**src/rtl/hv_flt_pkg.sv**
```systemverilog
// hv_flt_pkg: shared types for the HV fault manager.
//   hv_flt_st_e   : fault manager state (IDLE, ACTIVE, HOLDOFF, LOCKOUT)
//   FLT_ST_W      : width of the state encoding
//   pwm_for_state : PWM permission for a given state and kill request
package hv_flt_pkg;

  localparam int FLT_ST_W = 2;

  typedef enum logic [FLT_ST_W-1:0] {
    IDLE    = 2'd0,
    ACTIVE  = 2'd1,
    HOLDOFF = 2'd2,
    LOCKOUT = 2'd3
  } hv_flt_st_e;

  // PWM may run when idle, or while active and no kill-class source is set.
  function automatic logic pwm_for_state(input hv_flt_st_e st, input logic kill);
    logic en;
    en = 1'b0;
    case (st)
      IDLE:    en = 1'b1;
      ACTIVE:  en = ~kill;
      default: en = 1'b0;
    endcase
    return en;
  endfunction

endpackage

```
**src/rtl/hv_flt_dgl.sv**
```systemverilog
// hv_flt_dgl: deglitch counter and comparator for one error source.
//   i_clk, i_rst : clock, async active-high reset
//   i_err, i_en  : raw error level and its enable
//   i_dgl_cyc    : threshold in cycles
//   o_flt_nxt    : next filtered value (registered by the parent)
module hv_flt_dgl #(
  parameter int DGL_W = 4
) (
  input  logic             i_clk,
  input  logic             i_rst,
  input  logic             i_err,
  input  logic             i_en,
  input  logic [DGL_W-1:0] i_dgl_cyc,
  output logic             o_flt_nxt
);

  logic [DGL_W-1:0] cnt_q, cnt_d;
  logic             act;

  assign act = i_err & i_en;

  // Counter saturates so a long fault never wraps back below threshold.
  always_comb begin
    cnt_d = '0;
    if (act) cnt_d = (&cnt_q) ? cnt_q : cnt_q + 1'b1;
  end

  always_ff @(posedge i_clk or posedge i_rst) begin
    if (i_rst) cnt_q <= '0;
    else       cnt_q <= cnt_d;
  end

  // Release is immediate: act low forces the filtered value low.
  assign o_flt_nxt = act & (cnt_q >= i_dgl_cyc);

endmodule

```
**src/rtl/hv_flt_mgr.sv**
```systemverilog
// hv_flt_mgr: HV die fault manager.
// Filters ERR_NUM raw error flags, latches them as sticky bits, and runs an
// auto-recovery FSM (IDLE/ACTIVE/HOLDOFF/LOCKOUT) with a holdoff timer and
// retry limit. Drives fault request, PWM gate and INTB.
// Optional feature macro: HV_FLT_DGL_EN (per-source deglitch counters).
// Without it o_err_flt is simply registered (i_err & i_err_en).
// Ports:
//   i_clk, i_rst       : clock, async active-high reset
//   i_err, i_err_en    : raw error levels and per-source enables
//   i_err_pwm_kill     : sources that gate PWM while filtered-active
//   i_dgl_cyc          : deglitch threshold (unused without HV_FLT_DGL_EN)
//   i_hold_cyc         : holdoff length, HOLDOFF lasts i_hold_cyc+1 cycles
//   i_retry_max        : auto-recoveries allowed before lockout
//   i_clr              : clear pulse (sticky bits, retry count, lockout)
//   o_err_flt          : filtered errors
//   o_err_sticky       : latched filtered errors
//   o_fault            : state != IDLE
//   o_pwm_en_mask      : 1 = PWM permitted
//   o_intb_n           : active-low interrupt
//   o_flt_st           : current state
//   o_retry_cnt        : recoveries used
module hv_flt_mgr
  import hv_flt_pkg::*;
#(
  parameter int ERR_NUM = 8,
  parameter int DGL_W   = 4,
  parameter int HOLD_W  = 16,
  parameter int RETRY_W = 3
) (
  input  logic               i_clk,
  input  logic               i_rst,
  input  logic [ERR_NUM-1:0] i_err,
  input  logic [ERR_NUM-1:0] i_err_en,
  input  logic [ERR_NUM-1:0] i_err_pwm_kill,
  input  logic [DGL_W-1:0]   i_dgl_cyc,
  input  logic [HOLD_W-1:0]  i_hold_cyc,
  input  logic [RETRY_W-1:0] i_retry_max,
  input  logic               i_clr,
  output logic [ERR_NUM-1:0] o_err_flt,
  output logic [ERR_NUM-1:0] o_err_sticky,
  output logic               o_fault,
  output logic               o_pwm_en_mask,
  output logic               o_intb_n,
  output logic [1:0]         o_flt_st,
  output logic [RETRY_W-1:0] o_retry_cnt
);

  logic [ERR_NUM-1:0] flt_q, flt_d;
  logic [ERR_NUM-1:0] sticky_q, sticky_d;
  hv_flt_st_e         st_q, st_d;
  logic [RETRY_W-1:0] retry_q, retry_d;
  logic [HOLD_W-1:0]  timer_q, timer_d;
  logic               pwm_q, pwm_d;
  logic               intb_q, intb_d;
  logic               any_flt, kill;

`ifdef HV_FLT_DGL_EN
  for (genvar k = 0; k < ERR_NUM; k++) begin : g_dgl
    hv_flt_dgl #(.DGL_W(DGL_W)) u_dgl (
      .i_clk     (i_clk),
      .i_rst     (i_rst),
      .i_err     (i_err[k]),
      .i_en      (i_err_en[k]),
      .i_dgl_cyc (i_dgl_cyc),
      .o_flt_nxt (flt_d[k])
    );
  end
`else
  logic unused_dgl;
  assign unused_dgl = ^i_dgl_cyc;
  assign flt_d      = i_err & i_err_en;
`endif

  // FSM and outputs act on the registered filtered flags, so the state
  // follows o_err_flt by exactly one edge.
  assign any_flt = |flt_q;
  assign kill    = |(flt_q & i_err_pwm_kill);

  // Set wins over a simultaneous clear.
  assign sticky_d = (i_clr ? '0 : sticky_q) | flt_q;

  always_comb begin
    st_d    = st_q;
    retry_d = retry_q;
    timer_d = timer_q;
    case (st_q)
      IDLE: begin
        if (i_clr)   retry_d = '0;
        if (any_flt) st_d    = ACTIVE;
      end
      ACTIVE: begin
        if (!any_flt) begin
          if (retry_q >= i_retry_max) begin
            st_d = LOCKOUT;
          end else begin
            st_d    = HOLDOFF;
            retry_d = retry_q + 1'b1;
            timer_d = '0;
          end
        end
      end
      HOLDOFF: begin
        if (any_flt)                    st_d    = ACTIVE;
        else if (timer_q == i_hold_cyc) st_d    = IDLE;
        else                            timer_d = timer_q + 1'b1;
      end
      LOCKOUT: begin
        if (i_clr && !any_flt) begin
          st_d    = IDLE;
          retry_d = '0;
        end
      end
      default: st_d = IDLE;
    endcase
    pwm_d  = pwm_for_state(st_d, kill);
    intb_d = ~((st_d != IDLE) | (|sticky_d));
  end

  always_ff @(posedge i_clk or posedge i_rst) begin
    if (i_rst) begin
      flt_q    <= '0;
      sticky_q <= '0;
      st_q     <= IDLE;
      retry_q  <= '0;
      timer_q  <= '0;
      pwm_q    <= 1'b0;
      intb_q   <= 1'b1;
    end else begin
      flt_q    <= flt_d;
      sticky_q <= sticky_d;
      st_q     <= st_d;
      retry_q  <= retry_d;
      timer_q  <= timer_d;
      pwm_q    <= pwm_d;
      intb_q   <= intb_d;
    end
  end

  assign o_err_flt     = flt_q;
  assign o_err_sticky  = sticky_q;
  assign o_fault       = (st_q != IDLE);
  assign o_pwm_en_mask = pwm_q;
  assign o_intb_n      = intb_q;
  assign o_flt_st      = st_q;
  assign o_retry_cnt   = retry_q;

endmodule
```
**config.mk**
```make
export PLATFORM = sky130hd
export DESIGN_NAME = hv_flt_mgr
export DESIGN_NICKNAME = d
export VERILOG_FILES = /design/src/rtl/hv_flt_pkg.sv /design/src/rtl/hv_flt_dgl.sv /design/src/rtl/hv_flt_mgr.sv
export SDC_FILE = /design/constraint.sdc
export NUM_CORES = 1
export LEC_CHECK = 0
export BUFFER_PORTS_ARGS = -buffer_cell sky130_fd_sc_hd__buf_2
export CAP_MARGIN = 10
export CORE_MARGIN = 2
export CORE_UTILIZATION = 51
export DETAILED_ROUTE_END_ITERATION = 16
export PLACE_DENSITY = 0.8
export SLEW_MARGIN = 0
export SYNTH_ARGS = -nofsm -noshare
export SYNTH_HDL_FRONTEND = slang
export SYNTH_SLANG_ARGS = --single-unit
export TNS_END_PERCENT = 10
```
**constraint.sdc**
```tcl
create_clock -name i_clk -period 2.2 [get_ports i_clk]
set_input_delay 0.22 -clock i_clk [delete_from_list [all_inputs] [get_ports i_clk]]
set_output_delay 0.22 -clock i_clk [all_outputs]
set_load 0.01 [all_outputs]
```
==> flow_metrics.tcl <==
set metrics [dict create \
    initial_core_util 0.5239 \
    fin_setup_tns_ps 0 \
    finalHoldViolations 0 \
    yosysUniqueCellTypes 57 \
    clock_latency_ps 290 \
    status "finished clean" \
    dieArea_mm2 0.004958 \
    fin_skew_ps 5.620 \
    crit_path_max_fanout 8 \
    p_clk_frac 0.220 \
    drt_pass1_iterations 4 \
    clock-root-buffer "clkbuf_8" \
    post-route-min-period_ps 2043 \
    drv_slew 0 \
    yosys_warnings 0 \
    drc 0 \
    criticalPathCategory "flop to flop" \
    synth_most_common_cell "dfrtp_1" \
    setup_viol 0 \
    drt_iter0_drc 136 \
    antenna_left 0 \
    pwr-share-seq 0.450 \
    ys_ff_latch 39 \
    period_share 0.9289 \
    fmax_mhz 489.4 \
    synth-seq-area-share 0.4344 \
    hold_buffers 0 \
    synth_commonest_cells "dfrtp_1, nand2_1, xnor2_1" \
    die_x_um 70.42 \
    final_nets 362 \
    critPathBufInv 1 \
    grt_overflow_total 0 \
    synth-main-ff-cell "dfrtp_1" \
    maxCapViolCount 0 \
    slowest_delay_ps 470 \
    switching_share 0.3559 \
    ctsLongestPathBuffers 2 \
    io_pins 74 \
    cts.sinks 39 \
    syn_nets 285 \
    grt_pass1_wl_um 9163 \
    worstMarginPinSlew_ps 736.7 \
    post-cts-setup-buffers 0 \
    cts-htree-levels 2 \
    pwr-share-comb 0.330 \
    slowest_stage "or4_1" \
    synth_largest_area_cell "dfrtp_1" \
    drt-vias-per-instance 5.806 \
    worstPathRequired_ps 2420 \
    p_switching_w 0.0008497 \
    port_buffers 69 \
    cts_tree "done" \
    leakagePower_nw 1.318 \
    wl_um 5371 \
    vias 2090 \
    cp.arrival_ps 2260 \
    max_slew_margin 0.5036 \
    wire_per_inst_um 14.92 \
    avgSynthCellArea_um2 9.781 \
    grt_pass1_vias 2049 \
    hpwl_um 4072 \
    area_growth_pct 24.36 \
    grt_usage 0.2322 \
    grt_antenna_before_repair 0 \
    rsz0062_at_grt "false" \
    die_h_um 70.42 \
    synthArstFlopShare 1.000 \
    diodes 0 \
    clk_pin_slew_ps 70 \
    synth_edf_count 0 \
    p_per_area_mw_per_mm2 853.3 \
    whs_ps 36.48 \
    cp_cell_sequence "nor4_2, and2_1, buf_4, nand2_4, or4_1, a21oi_1" \
    cts_resized 0 \
    cellInternalPower_w 0.001537 \
    cts_buffers 5 \
    synth_top_area_frac 0.4227 \
    endpoint_kind "flop" \
    num_rows 24 \
    synthTopCellsByArea "dfrtp_1, xnor2_1, nand2_1" \
    ir_worst_vdd_uv 433.9 \
    min_path_type "primary input to asynchronous set/reset pin" \
    core_area_mm2 0.004294 \
    drive_gt1_frac 0.3312 \
    synth_cells 230 \
    netlist_area_mm2 0.002250 \
    grt_max_degree 40 \
    gp_congestion 0.8241 \
    cp_top_family "simple AND/OR/NAND/NOR gates" \
    startpoint_type "flop" \
]
-- sequential cells by signal, summed over array words and instances (netlist names) --
register and count:
o_pwm_en_mask 1, o_err_flt 8, o_intb_n 1, timer_q 16, o_err_sticky 8, o_flt_st 2, o_retry_cnt 3
-- layer usage --
layer | share of wire | wire (µm) | vias up | global-route usage
li1 | - | - | 1001 | -
met1 | 0.41 | 2211 | 1007 | 0.2715
met2 | 0.50 | 2699 | 75 | 0.4067
met3 | 0.067 | 360 | 7 | 0.05916
met4 | 0.018 | 99 | 0 | 0.08761
met5 | 0 | 0 | - | 0
-- power by group through the flow --
stage	clock network, W	logic [W]	registers [W]
CTS	0.000540	0.000799	0.00107
global placement	0	0.000763	0.00108
global route	0.000564	0.000878	0.00111
detailed placement	0	0.000795	0.00109
finish	0.000525	0.000788	0.00107
floorplan	0	0.000543	0.00105
-- layout by cell type, fill, tap and decap left out, types with 2 or more instances in the layout --
cell type	n
a211o_1	2
a21o_1	8
a21oi_1	11
a22oi_1	2
a31oi_1	3
and2_1	11
buf_2	69
buf_4	11
clkbuf_8	7
dfrtp_1	38
ha_1	5
inv_1	7
mux2i_1	2
nand2_1	19
nand2b_1	4
nand3_1	9
nand4_1	8
nor2_1	6
nor2b_1	3
nor3_1	4
nor4_4	2
o211ai_1	3
o21ai_0	10
o311ai_0	2
o311ai_1	2
o31ai_1	2
or2_2	2
or3_1	7
or4_1	4
or4b_1	2
xnor2_1	16
-- area by class of cell --
type | count | area, µm²
well taps | 52 | 65.06
fillers | 349 | 1496
clock buffers | 8 | 100.1
inverters | 8 | 30.03
multi-input cells | 173 | 1197
flip-flops and latches | 39 | 977.2
repair buffers | 80 | 427.9
-- final timing paths --
path / endpoint / depth (start not counted) / start / slack (ps)
max: timer_q[7]$_DFFE_PP0P_ / 6 / o_err_flt[0]$_DFF_PP0_ / 160
min: o_retry_cnt[2]$_DFFE_PP0P_ / 3 / i_rst / 40
max reg2reg: timer_q[7]$_DFFE_PP0P_ / 6 / o_err_flt[0]$_DFF_PP0_ / 160
min reg2reg: o_err_sticky[2]$_DFF_PP0_ / 1 / o_err_sticky[2]$_DFF_PP0_ / 500
max in group asynchronous: o_intb_n$_DFF_PP1_ / 3 / i_rst / 1800
min in group i_clk: o_err_flt[4]$_DFF_PP0_ / 2 / i_err_en[4] / 130
-- kinds of logic (layout without fill, tap and decap cells) --
group	count (synthesis)	in the layout	share of synthesized area
flip-flops	39	39	0.4344
buffers and inverters	18	96	0.03726
XOR/XNOR	16	16	0.06229
multiplexers	3	3	0.01390
adder cells (fa/ha/maj)	5	5	0.02781
AO/OA/AOI/OAI	55	55	0.1691
AND/OR/NAND/NOR	94	94	0.2553
-- worst reg2reg max path, cell delays in order, from the launching register on --
cell	delay [ps]
dfrtp_1	410
nor4_2	390
and2_1	290
buf_4	170
nand2_4	70
or4_1	470
a21oi_1	170
-- metrics by stage --
stage	setup WS (ps)	instance area [µm²]	util	cells	total power, W
2_1_floorplan	287.4	2250	-	230	0.001589
3_3_place_gp	212.4	2698	0.6282	352	0.001840
3_5_place_dp	147.4	2698	0.6282	352	0.001881
4_1_cts	134.9	2798	0.6515	360	0.002414
5_1_grt	17.64	2798	0.6515	360	0.002550
6_report	156.5	2798	0.6515	360	0.002387
Note: power is estimated with default switching activity, not from simulation.
